File: src/rtl/addsub_pkg.sv
// Shared types and constants for the pipelined add/subtract unit.
package addsub_pkg;

    // Widest WIDTH the saturation constant helpers can build.
    localparam int MAX_W = 64;

    // Per-slice control payload that travels with each operation.
    // a_msb / b_msb hold the sign bits of a and of the effective b (b ^ sub),
    // captured at issue so the final stage can evaluate signed overflow.
    typedef struct packed {
        logic valid;
        logic sub;
        logic sat;
        logic carry;
        logic a_msb;
        logic b_msb;
    } slice_ctl_t;

    // Number of bits handled by each register slice.
    function automatic int chunk_w(input int width, input int stages);
        return width / stages;
    endfunction

    // Largest signed value of a width-bit word: 0111..1.
    function automatic logic [MAX_W-1:0] sat_max(input int width);
        logic [MAX_W-1:0] r;
        r = '0;
        for (int i = 0; i < MAX_W; i++) begin
            if (i < width - 1) begin
                r[i] = 1'b1;
            end
        end
        return r;
    endfunction

    // Smallest signed value of a width-bit word: 1000..0.
    function automatic logic [MAX_W-1:0] sat_min(input int width);
        logic [MAX_W-1:0] r;
        r = '0;
        for (int i = 0; i < MAX_W; i++) begin
            if (i == width - 1) begin
                r[i] = 1'b1;
            end
        end
        return r;
    endfunction

endpackage

File: src/rtl/addsub_slice.sv
// One CHUNK-bit slice of the carry-chained adder. Slice K adds bits
// [K*CHUNK +: CHUNK] of a and the effective b, using the carry left by the
// previous slice, and registers the partial result together with the
// remaining operands, the carry out and the control payload.
module addsub_slice
    import addsub_pkg::*;
#(
    parameter int WIDTH = 32,
    parameter int CHUNK = 8,
    parameter int TAG_W = 4,
    parameter int K     = 0
) (
    input  logic             clk,
    input  logic             rst_n,
    input  logic             en,
    input  logic             flush,
    input  slice_ctl_t       ctl_in,
    input  logic [WIDTH-1:0] a_in,
    input  logic [WIDTH-1:0] b_in,
    input  logic [WIDTH-1:0] res_in,
    input  logic [TAG_W-1:0] tag_in,
    output slice_ctl_t       ctl_out,
    output logic [WIDTH-1:0] a_out,
    output logic [WIDTH-1:0] b_out,
    output logic [WIDTH-1:0] res_out,
    output logic [TAG_W-1:0] tag_out
);

    logic [CHUNK-1:0] a_chunk;
    logic [CHUNK-1:0] b_chunk;
    logic [CHUNK:0]   sum;
    logic [WIDTH-1:0] res_nxt;

    logic             valid_q;
    logic             sub_q;
    logic             sat_q;
    logic             carry_q;
    logic             a_msb_q;
    logic             b_msb_q;
    logic [WIDTH-1:0] a_q;
    logic [WIDTH-1:0] b_q;
    logic [WIDTH-1:0] res_q;
    logic [TAG_W-1:0] tag_q;

    // Subtraction inverts this chunk of b; the +1 enters as slice 0's carry-in.
    assign a_chunk = a_in[K*CHUNK +: CHUNK];
    assign b_chunk = b_in[K*CHUNK +: CHUNK] ^ {CHUNK{ctl_in.sub}};
    assign sum     = {1'b0, a_chunk} + {1'b0, b_chunk} + {{CHUNK{1'b0}}, ctl_in.carry};

    // Merge this slice's sum bits into the partial result built so far.
    always_comb begin
        res_nxt                    = res_in;
        res_nxt[K*CHUNK +: CHUNK]  = sum[CHUNK-1:0];
    end

    // Slot occupancy: cleared by reset or flush, otherwise shifts on enable.
    always_ff @(posedge clk or negedge rst_n) begin
        if (!rst_n) begin
            valid_q <= 1'b0;
        end else if (flush) begin
            valid_q <= 1'b0;
        end else if (en) begin
            valid_q <= ctl_in.valid;
        end
    end

    // Data payload is only captured on enable and needs no reset.
    always_ff @(posedge clk) begin
        if (en) begin
            sub_q   <= ctl_in.sub;
            sat_q   <= ctl_in.sat;
            carry_q <= sum[CHUNK];
            a_msb_q <= ctl_in.a_msb;
            b_msb_q <= ctl_in.b_msb;
            a_q     <= a_in;
            b_q     <= b_in;
            res_q   <= res_nxt;
            tag_q   <= tag_in;
        end
    end

    // Repack the registered fields for the next slice.
    always_comb begin
        ctl_out       = '0;
        ctl_out.valid = valid_q;
        ctl_out.sub   = sub_q;
        ctl_out.sat   = sat_q;
        ctl_out.carry = carry_q;
        ctl_out.a_msb = a_msb_q;
        ctl_out.b_msb = b_msb_q;
    end

    assign a_out   = a_q;
    assign b_out   = b_q;
    assign res_out = res_q;
    assign tag_out = tag_q;

endmodule

File: src/rtl/addsub_pipe.sv
// Pipelined integer add/subtract unit with valid/ready handshake.
// STAGES slices each add WIDTH/STAGES bits; the last slice's registers are
// the output stage, so latency equals STAGES. Flags and saturation are
// derived from that final register. A single global advance signal moves
// every slice at once, so a stalled output freezes the whole pipe.
// WIDTH must be a multiple of STAGES and no wider than addsub_pkg::MAX_W.
module addsub_pipe
    import addsub_pkg::*;
#(
    parameter int WIDTH  = 32,
    parameter int STAGES = 4,
    parameter int TAG_W  = 4
) (
    input  logic             clk,
    input  logic             rst_n,
    input  logic             flush,
    input  logic             in_valid,
    output logic             in_ready,
    input  logic [WIDTH-1:0] a,
    input  logic [WIDTH-1:0] b,
    input  logic             sub,
    input  logic             sat,
    input  logic [TAG_W-1:0] in_tag,
    output logic             out_valid,
    input  logic             out_ready,
    output logic [WIDTH-1:0] result,
    output logic             ovf,
    output logic             carry,
    output logic             zero,
    output logic             neg,
    output logic [TAG_W-1:0] out_tag
);

    localparam int               CHUNK       = chunk_w(WIDTH, STAGES);
    localparam logic [MAX_W-1:0] SAT_MAX_FULL = sat_max(WIDTH);
    localparam logic [MAX_W-1:0] SAT_MIN_FULL = sat_min(WIDTH);
    localparam logic [WIDTH-1:0] SAT_MAX      = SAT_MAX_FULL[WIDTH-1:0];
    localparam logic [WIDTH-1:0] SAT_MIN      = SAT_MIN_FULL[WIDTH-1:0];

    // Clamp toward the sign of a when the raw result overflowed.
    function automatic logic [WIDTH-1:0] saturate(input logic [WIDTH-1:0] raw,
                                                  input logic             clamp,
                                                  input logic             a_sign);
        if (!clamp) begin
            return raw;
        end
        return a_sign ? SAT_MIN : SAT_MAX;
    endfunction

    // Index k is the input of slice k; index STAGES is the output stage.
    slice_ctl_t       ctl_p [0:STAGES];
    logic [WIDTH-1:0] a_p   [0:STAGES];
    logic [WIDTH-1:0] b_p   [0:STAGES];
    logic [WIDTH-1:0] res_p [0:STAGES];
    logic [TAG_W-1:0] tag_p [0:STAGES];

    logic             adv;
    logic             accept;
    slice_ctl_t       fin;
    logic [WIDTH-1:0] raw;
    logic             ovf_raw;
    logic [WIDTH-1:0] res_sat;

    // Handshake: the pipe moves whenever the output slot is empty or drained.
    assign adv      = !out_valid || out_ready;
    assign in_ready = adv && !flush;
    assign accept   = in_valid && in_ready;

    // Issue: build the payload entering slice 0; sub doubles as its carry-in.
    always_comb begin
        ctl_p[0]       = '0;
        ctl_p[0].valid = accept;
        ctl_p[0].sub   = sub;
        ctl_p[0].sat   = sat;
        ctl_p[0].carry = sub;
        ctl_p[0].a_msb = a[WIDTH-1];
        ctl_p[0].b_msb = b[WIDTH-1] ^ sub;
    end

    assign a_p[0]   = a;
    assign b_p[0]   = b;
    assign res_p[0] = '0;
    assign tag_p[0] = in_tag;

    for (genvar k = 0; k < STAGES; k++) begin : g_slice
        addsub_slice #(
            .WIDTH (WIDTH),
            .CHUNK (CHUNK),
            .TAG_W (TAG_W),
            .K     (k)
        ) u_slice (
            .clk     (clk),
            .rst_n   (rst_n),
            .en      (adv),
            .flush   (flush),
            .ctl_in  (ctl_p[k]),
            .a_in    (a_p[k]),
            .b_in    (b_p[k]),
            .res_in  (res_p[k]),
            .tag_in  (tag_p[k]),
            .ctl_out (ctl_p[k+1]),
            .a_out   (a_p[k+1]),
            .b_out   (b_p[k+1]),
            .res_out (res_p[k+1]),
            .tag_out (tag_p[k+1])
        );
    end

    // Output stage: overflow, saturation and flags from the final slice;
    // everything reads zero while the output slot is empty.
    always_comb begin
        fin       = ctl_p[STAGES];
        raw       = res_p[STAGES];
        ovf_raw   = (fin.a_msb == fin.b_msb) && (raw[WIDTH-1] != fin.a_msb);
        res_sat   = saturate(raw, fin.sat && ovf_raw, fin.a_msb);
        out_valid = fin.valid;
        result    = '0;
        ovf       = 1'b0;
        carry     = 1'b0;
        zero      = 1'b0;
        neg       = 1'b0;
        out_tag   = '0;
        if (fin.valid) begin
            result  = res_sat;
            ovf     = ovf_raw;
            carry   = fin.carry;
            zero    = (res_sat == '0);
            neg     = res_sat[WIDTH-1];
            out_tag = tag_p[STAGES];
        end
    end

endmodule

File: config.mk
export PLATFORM = sky130hd
export DESIGN_NAME = addsub_pipe
export DESIGN_NICKNAME = d
export VERILOG_FILES = /design/src/rtl/addsub_pkg.sv /design/src/rtl/addsub_slice.sv /design/src/rtl/addsub_pipe.sv
export SDC_FILE = /design/constraint.sdc
export NUM_CORES = 1
export LEC_CHECK = 0
export ABC_AREA = 1
export CAP_MARGIN = 20
export CORE_MARGIN = 2
export CORE_UTILIZATION = 50
export DETAILED_ROUTE_END_ITERATION = 10
export MAX_ROUTING_LAYER = met4
export PLACE_DENSITY = 0.73
export SETUP_SLACK_MARGIN = 0.02
export SYNTH_ARGS = -nofsm -noshare
export SYNTH_HDL_FRONTEND = slang
export SYNTH_HIERARCHICAL = 1
export SYNTH_SLANG_ARGS = --single-unit
export TNS_END_PERCENT = 1
File: constraint.sdc
create_clock -name clk -period 23.9 [get_ports clk]
set_clock_uncertainty 0.05 [all_clocks]
set_input_delay 3.585 -clock clk [delete_from_list [all_inputs] [get_ports clk]]
set_output_delay 3.585 -clock clk [all_outputs]
set_load 0.02 [all_outputs]
# [Word-level counts from Yosys, hierarchy flattened]
# Cells that the tools add are included.
[classes] add_sub_neg=8 mul=0 div=0 order_cmp=0 n_eq_ne=2 n_shift=0 n_mux=16 n_bitwise=5 n_reduce_logical=9
[ops] op="32-bit 2-to-1 mux" n=3
[ops] op="8-bit by 8-bit adder with 9-bit output" n=4
[ops] op="9-bit by 1-bit adder with 9-bit output" n=4
[ops] op="32-bit logical NOT" n=1
[ops] op="8-bit bitwise XOR" n=4
[ops] op="1-bit 2-to-1 mux" n=12
[ops] op="1-bit logical AND" n=4
[ops] op="4-bit 2-to-1 mux" n=1
[ops] op="1-bit logical NOT" n=2
[ops] op="2-bit nonzero test" n=1
[ops] op="1-bit equality test" n=1
[ops] op="1-bit logical OR" n=1
[ops] op="1-bit != test" n=1
[ops] op="1-bit bitwise XOR" n=1
[totals] reg_bits=311 latch_bits=0 mem_bits_rw=0 rom_bits=0 input_bits=75 out_inout_bits=42 elab_cells=77 memories=0

# [Depth between registers and ports, before layout]
# Gate-level depths: netlist of run 1.
[depth] ltp_word=6 ltp_mapped=12 ltp_nobuf=10

# [Hierarchy]
# Netlist of run 1, hierarchy kept.
[by_module_without_submodules] mod="addsub_slice at g_slice[0].u_slice ..." n_inst=2 cells_each=194 area_per_inst_um2=3707.3 seq_area_each_um2=3178.0
[by_module_without_submodules] mod="addsub_slice at g_slice[2].u_slice ..." n_inst=2 cells_each=191 area_per_inst_um2=3691.0 seq_area_each_um2=3178.0
[by_module_without_submodules] mod="addsub_pipe" n_inst=1 cells_each=132 area_per_inst_um2=615.6 seq_area_each_um2=0.0

# [Least setup slack after synthesis of run 1]
# No wires, ideal clock.
[synth_path] path_kind="in2reg" startpoint="input out_ready" endpoint="register g_slice[0].u_slice.valid_q" setup_ns=0.537 t_arrival_ns=13.119 required_time_ns=23.313 setup_slack_ns=10.194 cell_stages=3 path_buffers=0 path_cell_list="inv_1 -> nand2_1 -> a211oi_1"
[synth_between] elab_chain_len=5 word_cells_on_any_way=6 cone_classes="2 x mux; 4 x reduce/logical"
[synth_lines] item="from (decl)" line_no="addsub_pipe.sv:25" source="input logic out_ready,"
[synth_lines] item="1-bit logical OR *" line_no="addsub_pipe.sv:65" source="assign adv = !out_valid || out_ready;"
[synth_lines] item="via adv" line_no="addsub_pipe.sv:57" source="logic adv;"
[synth_lines] item="1-bit logical AND" line_no="addsub_pipe.sv:66" source="assign in_ready = adv && !flush;"
[synth_lines] item="1-bit logical AND" line_no="addsub_pipe.sv:67" source="assign accept = in_valid && in_ready;"
[synth_lines] item="1-bit 2-to-1 mux" line_no="addsub_slice.sv:62" source="end else if (en) begin"
[synth_lines] item="1-bit 2-to-1 mux" line_no="addsub_slice.sv:60" source="end else if (flush) begin"
[synth_lines] item="to (signal assigned)" line_no="addsub_slice.sv:63" source="valid_q <= ctl_in.valid;"
[synth_lines] item="to (decl)" line_no="addsub_slice.sv:34" source="logic valid_q;"
# Mark *: on every way through the listed nets, which the timed path passes. The rest lies on a longest branch. The select of a mux whose other input is x is not followed.
# A chain may end at the register's enable or synchronous reset.

# [Worst setup path in the final report of run 1]
[layout_path] startpoint="input flush" endpoint="output in_ready"
[layout_between] elab_chain_len=2
[layout_lines] item="from (decl)" line_no="addsub_pipe.sv:16" source="input logic flush,"
[layout_lines] item="1-bit logical NOT" line_no="addsub_pipe.sv:66"
[layout_lines] item="1-bit logical AND" line_no="addsub_pipe.sv:66"
[layout_lines] item="to (decl)" line_no="addsub_pipe.sv:18" source="output logic in_ready,"
# No other way between the ends.

==> summary.txt, run 1 <==
Timing
  • Fmax: 117 MHz
  • Max-slew headroom: 0.346
  • Worst Tran Pin Value: 981 ps
  • Final setup TNS: 0 ps
  • Crit path time final: 8520 ps
  • RSZ-0062 raised after global routing: false
  • Setup-failing EPs final: 0
  • Hold Fails Final Rpt: 0
  • Slew Viols, Final: 0
  • Final worst slack: 15380 ps
  • Final period util: 0.357

Power
  • Tot Pwr: 0.960 mW
  • Power Density: 87.1 nW/um2
  • VDD IR-drop max: 54.4 uV
  • Leak: 4.62 nW

Critical path
  • Critical Path Start Type: primary input
  • Critical path endpoint category: output port
  • Slowest-stage cell, CP: clkdlybuf4s50_1
  • R2r worst-path depth: 3
  • Most frequent CP cell: clkdlybuf4s50_1
  • RR Startpoint: g_slice[3].u_slice/valid_q
  • Critical-path cell list: clkdlybuf4s50_1, a21oi_1, clkdlybuf4s50_1
  • WP data arrival: 4890 ps
  • Reg2reg setup slack: 20530 ps
  • FF-to-FF End: g_slice[3].u_slice/res_out[25]
  • Delay-heaviest family, CP: buffers and inverters
  • Max FO, Critical Path: 5
  • Worst path max stage delay: 620 ps
  • Worst Path Buf+Inv: 2
  • CP required: 20270 ps
  • Crit Path Class: in2out

Detailed routing
  • WL per Instance: 12.9 um
  • Drt initial violations: 279
  • Post-route ant nets: 0
  • DR vias: 5065
  • Drt total wl: 13500 um
  • Router iterations before antenna repair: 5
  • # DRC: 0
  • Post-DR vias/cell: 4.87

Floorplan
  • Core ar.: 18000 um2
  • Die ar.: 19300 um2
  • Rows: 49
  • Die width: 139 um
  • Io pins: 117
  • Chip Height: 139 um
  • Initial Utilization: 0.508

Worst hold path
  • Worst Hold Path EP: g_slice[2].u_slice/b_out[25]
  • Worst Hold Class: reg2reg
  • HP Start: g_slice[1].u_slice/b_out[25]
  • Worst hold path cell count: 0

Synth
  • YS warnings: 6
  • Synth Instances: 691
  • Syn Area/Cell: 13.2 um2
  • Synthesized cell area: 9130 um2
  • Syn nets: 802

Final layout
  • Post-route cell area: 11000 um2
  • Filler cells: 1351
  • N_diodes: 0
  • Fin nets: 906
  • Area of the multi-input gates: 2090 um2
  • Proportion of layout cells with a drive suffix above 1: 0.0518
  • FF+latch area: 6440 um2
  • Area added between synthesis and finish: 20.8%

Global route
  • First-pass GRT wire length: 22700 um
  • Initial antenna violation count: 0
  • Total GRT Usage: 0.146
  • Largest net degree at the start of global routing: 83
  • Vias in the first global route: 4875
  • Final global-route overflow total: 0

Placed design
  • Dpl hpwl: 9550 um
  • Pre-CTS setup slack: 15390 ps
  • DP Area: 10300 um2
  • GP Congestion: 0.795
  • IO Port Bufs: 116

Clock tree
  • TritonCTS clock tree: built
  • Post-cts sizing count: 0
  • Cts bufs inserted: 22
  • Reg clk slew, reported paths: 60 ps
  • Post-CTS setup buffer count: 0
  • Deepest clock path buffer count: 3
  • Post-CTS Hold Fix Bufs: 0
  • Worst-skew pair later-pin latency: 480 ps
  • Root Driver: clkbuf_16
  • Clock sink count: 215
  • H-tree depth: 1

Outcome
  • Status: finished clean

Run
  • Max_cap viols: 0
==> flip-flops by register name, indices dropped and copies added, names as in the netlist, 4 cells and up <==
signal / count
g_slice.u_slice/res_out: 80
g_slice.u_slice/a_out: 48
g_slice.u_slice/b_out: 48
g_slice.u_slice/tag_out: 16
g_slice.u_slice/a_msb_q: 4
g_slice.u_slice/b_msb_q: 4
g_slice.u_slice/carry_q: 4
g_slice.u_slice/sat_q: 4
g_slice.u_slice/valid_q: 4
==> worst max path at each step <==
stage,start,endpoint,cells past startpoint
finish,flush,in_ready,3
global route,out_ready,in_ready,4
CTS,out_ready,in_ready,4
detailed placement,out_ready,in_ready,4
global placement,out_ready,in_ready,4
floorplan,out_ready,g_slice[0].u_slice/valid_q,3
==> area by class of cell <==
cell class / count / area share
flip-flops and latches: 215 / 0.584
multi-input cells: 349 / 0.190
repair buffers: 119 / 0.107
clock buffers: 29 / 0.0561
inverters: 88 / 0.0300
well taps: 229 / 0.0260
clock inverters: 11 / 0.00726
==> through the flow <==
stage	hold slack, ps	cells	utilization
finish	364	1040	0.614
global route	370	1040	0.614
CTS	363	1040	0.614
detailed placement	355	1000	0.575
global placement	352	1000	0.575
floorplan	350	691	-
==> routing by layer <==
layer,up-vias,global-route usage,wire length (um)
met4,0,0.0420,200
li1,2535,-,-
met1,2331,0.198,6010
met3,16,0.0307,966
met5,-,-,0
met2,183,0.227,6280
==> cells in the final DEF, fill, tap and decap left out <==
cell type,instances
xor2_1,29
dfrtp_1,4
a211oi_1,4
edfxtp_1,211
clkbuf_8,2
nand3_4,1
xnor2_1,16
nor2_1,22
inv_1,87
clkbuf_1,4
clkdlybuf4s50_1,116
bufinv_16,1
nand2_4,1
a21oi_1,51
ha_1,28
nand2_2,3
inv_2,1
clkinv_2,6
o21ai_0,2
nand2_1,142
buf_4,3
clkbuf_16,23
or2_1,2
clkinv_1,3
and2_1,1
o21ai_1,7
fa_1,8
nand3_1,25
nand3b_1,4
inv_6,1
nand4_1,3
==> where the power goes <==
| part | total, mW | switching (mW) | leakage [nW] | internal, mW |
|---|---|---|---|---|
| Sequential | 0.520 | 0.0267 | 2.29 | 0.493 |
| Clock | 0.319 | 0.126 | 0.349 | 0.193 |
| Combinational | 0.121 | 0.0679 | 1.97 | 0.0532 |
| Total | 0.960 | 0.221 | 4.62 | 0.739 |
Power figures use the tool's default switching activity.
==> run 2: changes to the inputs <==
==> constraint.sdc (replaced) <==
create_clock -name clk -period 8.9 [get_ports clk]
set_clock_uncertainty 0.05 [all_clocks]
set_input_delay 1.335 -clock clk [delete_from_list [all_inputs] [get_ports clk]]
set_output_delay 1.335 -clock clk [all_outputs]
set_load 0.02 [all_outputs]
==> run 2 against run 1 <==
  * Register-to-register slack got worse by 14000 ps
  * Utilization rose by 0.25 points
  * Setup slack worse by 11000 ps
  * Routed wire length shrank 0.31%
  * Clock power increased to 2.9 times the previous value
  * Sequential power rose to 2.7 times the previous value
==> summary.txt, run 2 (synthesis results as in run 1) <==
Timing
  • Final period util: 0.483
  • Crit path time final: 4300 ps
  • Max-slew headroom: 0.216 (-0.130)
  • WHS: 361 ps (-2.77 ps)
  • Setup-failing EPs final: 0 (unchanged)
  • Slew Viols, Final: 0 (unchanged)
  • Worst Tran Pin Value: 1180 ps (+195 ps)
  • Hold Fails Final Rpt: 0 (unchanged)
  • Fmax: 232 MHz
  • Final setup TNS: 0 ps (unchanged)
  • RSZ-0062 raised after global routing: false
  • Final worst slack: 4600 ps (-10780 ps)

Critical path
  • Max FO, Critical Path: 19 (+14)
  • Critical path launch point: g_slice[3].u_slice/a_msb_q
  • Reg2reg setup slack: 6440 ps (-14090 ps)
  • Crit Path Class: reg2out
  • Critical Path Start Type: flip-flop
  • Setup crit end: result[22]
  • R2r worst-path depth: 9 (+6)
  • RR Startpoint: g_slice[2].u_slice/sub_q
  • CP required: 7520 ps (-12750 ps)
  • FF-to-FF End: g_slice[3].u_slice/res_out[30]
  • WP data arrival: 2920 ps (-1970 ps)
  • Critical path endpoint category: output port

Floorplan
  • Chip Height: 139 um (unchanged)
  • Initial Utilization: 0.508 (unchanged)
  • Io pins: 117 (unchanged)
  • Core ar.: 18000 um2 (unchanged)
  • Rows: 49 (unchanged)
  • Die ar.: 19300 um2 (unchanged)
  • Die width: 139 um (unchanged)

Clock tree
  • Post-cts sizing count: 0 (unchanged)
  • Post-CTS Hold Fix Bufs: 0 (unchanged)
  • Clock sink count: 215 (unchanged)
  • Root Driver: clkbuf_16
  • Cts bufs inserted: 23 (+4.5%)
  • TritonCTS clock tree: built
  • Deepest clock path buffer count: 3 (unchanged)
  • Post-CTS setup buffer count: 0 (unchanged)
  • Reg clk slew, reported paths: 60 ps (about the same)
  • H-tree depth: 1 (unchanged)
  • Worst-skew pair later-pin latency: 490 ps (about the same)

Placed design
  • IO Port Bufs: 116 (unchanged)
  • GP Congestion: 0.792 (-0.34%)
  • Pre-CTS setup slack: 4900 ps (-10490 ps)
  • Dpl cells: 999 (-0.10%)
  • Dpl hpwl: 9160 um (-4.0%)

Final layout
  • Commonest non-fill, non-tap cell in the layout: edfxtp_1
  • Proportion of layout cells with a drive suffix above 1: 0.0519 (+0.0000639)
  • Fin cells: 1039 (-0.096%)
  • Fin nets: 906 (unchanged)
  • N_diodes: 0 (unchanged)
  • Commonest cells after routing, fill and taps aside: edfxtp_1 (211), nand2_1 (142), clkdlybuf4s50_1 (116), inv_1 (87), a21oi_1 (51)
  • Area added between synthesis and finish: 21.3%
  • Max reg flops: 80 (unchanged)

Detailed routing
  • # DRC: 0 (unchanged)
  • Drt total wl: 13400 um (-0.31%)
  • Drt initial violations: 426 (+53%)
  • Post-route ant nets: 0 (unchanged)
  • WL per Instance: 12.9 um (-0.22%)
  • Router iterations before antenna repair: 5 (unchanged)
  • Post-DR vias/cell: 4.80 (-1.4%)
  • DR vias: 4987 (-1.5%)

Power
  • VDD IR-drop max: 174 uV (+220%)
  • Tot Pwr: 2.63 mW (+170%)
  • Power Density: 238 nW/um2 (+170%)
  • Leak: 4.63 nW (+0.34%)

Global route
  • Total GRT Usage: 0.146 (-0.000301)
  • Final global-route overflow total: 0 (unchanged)
  • Initial antenna violation count: 0 (unchanged)
  • Vias in the first global route: 4938 (+1.3%)
  • First-pass GRT wire length: 22700 um (about the same)
  • Largest net degree at the start of global routing: 220 (+170%)

Run
  • Max_cap viols: 0 (unchanged)

Outcome
  • Status: finished clean

Worst hold path
  • Worst hold path cell count: 0 (unchanged)
  • Worst Hold Class: reg2reg
[run 2: cell count changes in the layout (fill, tap and decap cells not counted), sizes merged]
cell      previous run  this run
clkbuf              29        25
bufinv               1         3
buf                  3         2
clkinv               9        10
clkinvlp             0         1
[run 2: power breakdown]
group	internal [mW]	switching [mW]
Sequential	1.33	0.0719
Clock	0.559	0.352
Combinational	0.143	0.180
Total	2.03	0.605
[run 2: worst max-delay path: stages (launching register included)]
cell and delay [ps]:
edfxtp_1 410, inv_1 110, nand4_1 520, buf_4 420, a21oi_1 290, clkdlybuf4s50_1 680
[run 2: worst min-delay path by stage]
| stage | startpoint | endpoint | slack (ps) |
|---|---|---|---|
| 6_report | g_slice[1].u_slice/b_out[24] | g_slice[2].u_slice/b_out[24] | 360 |
| 5_1_grt | g_slice[2].u_slice/res_out[23] | g_slice[3].u_slice/res_out[23] | 370 |
| 4_1_cts | g_slice[1].u_slice/a_msb_q | g_slice[2].u_slice/a_msb_q | 360 |
| 3_5_place_dp | g_slice[0].u_slice/b_out[16] | g_slice[1].u_slice/b_out[16] | 350 |
| 3_3_place_gp | g_slice[0].u_slice/b_out[29] | g_slice[1].u_slice/b_out[29] | 350 |
| 2_1_floorplan | g_slice[0].u_slice/a_out[16] | g_slice[1].u_slice/a_out[16] | 350 |
[run 2: cell type report]
cell class,instances,area [um2]
sequential,215,6440
clock buffer,25,583
fill,1340,6890
multi-input combinational,349,2090
tap,229,287
inverter,88,330
clock inverter,15,155
timing repair buffer,118,1190
[run 2: layer usage]
metal  vias up  track usage  part of all wire
met5         -            -                 0
met4         0       0.0505             0.026
met3        32       0.0300             0.065
met2       177        0.224              0.46
met1      2250        0.196              0.45
li1       2528            -                 -
[run 2: stage by stage]
| stage | instance area [um2] | util |
|---|---|---|
| 2_1_floorplan | 9130 | - |
| 3_3_place_gp | 10300 | 0.575 |
| 3_5_place_dp | 10300 | 0.575 |
| 4_1_cts | 11100 | 0.616 |
| 5_1_grt | 11100 | 0.616 |
| 6_report | 11100 | 0.616 |
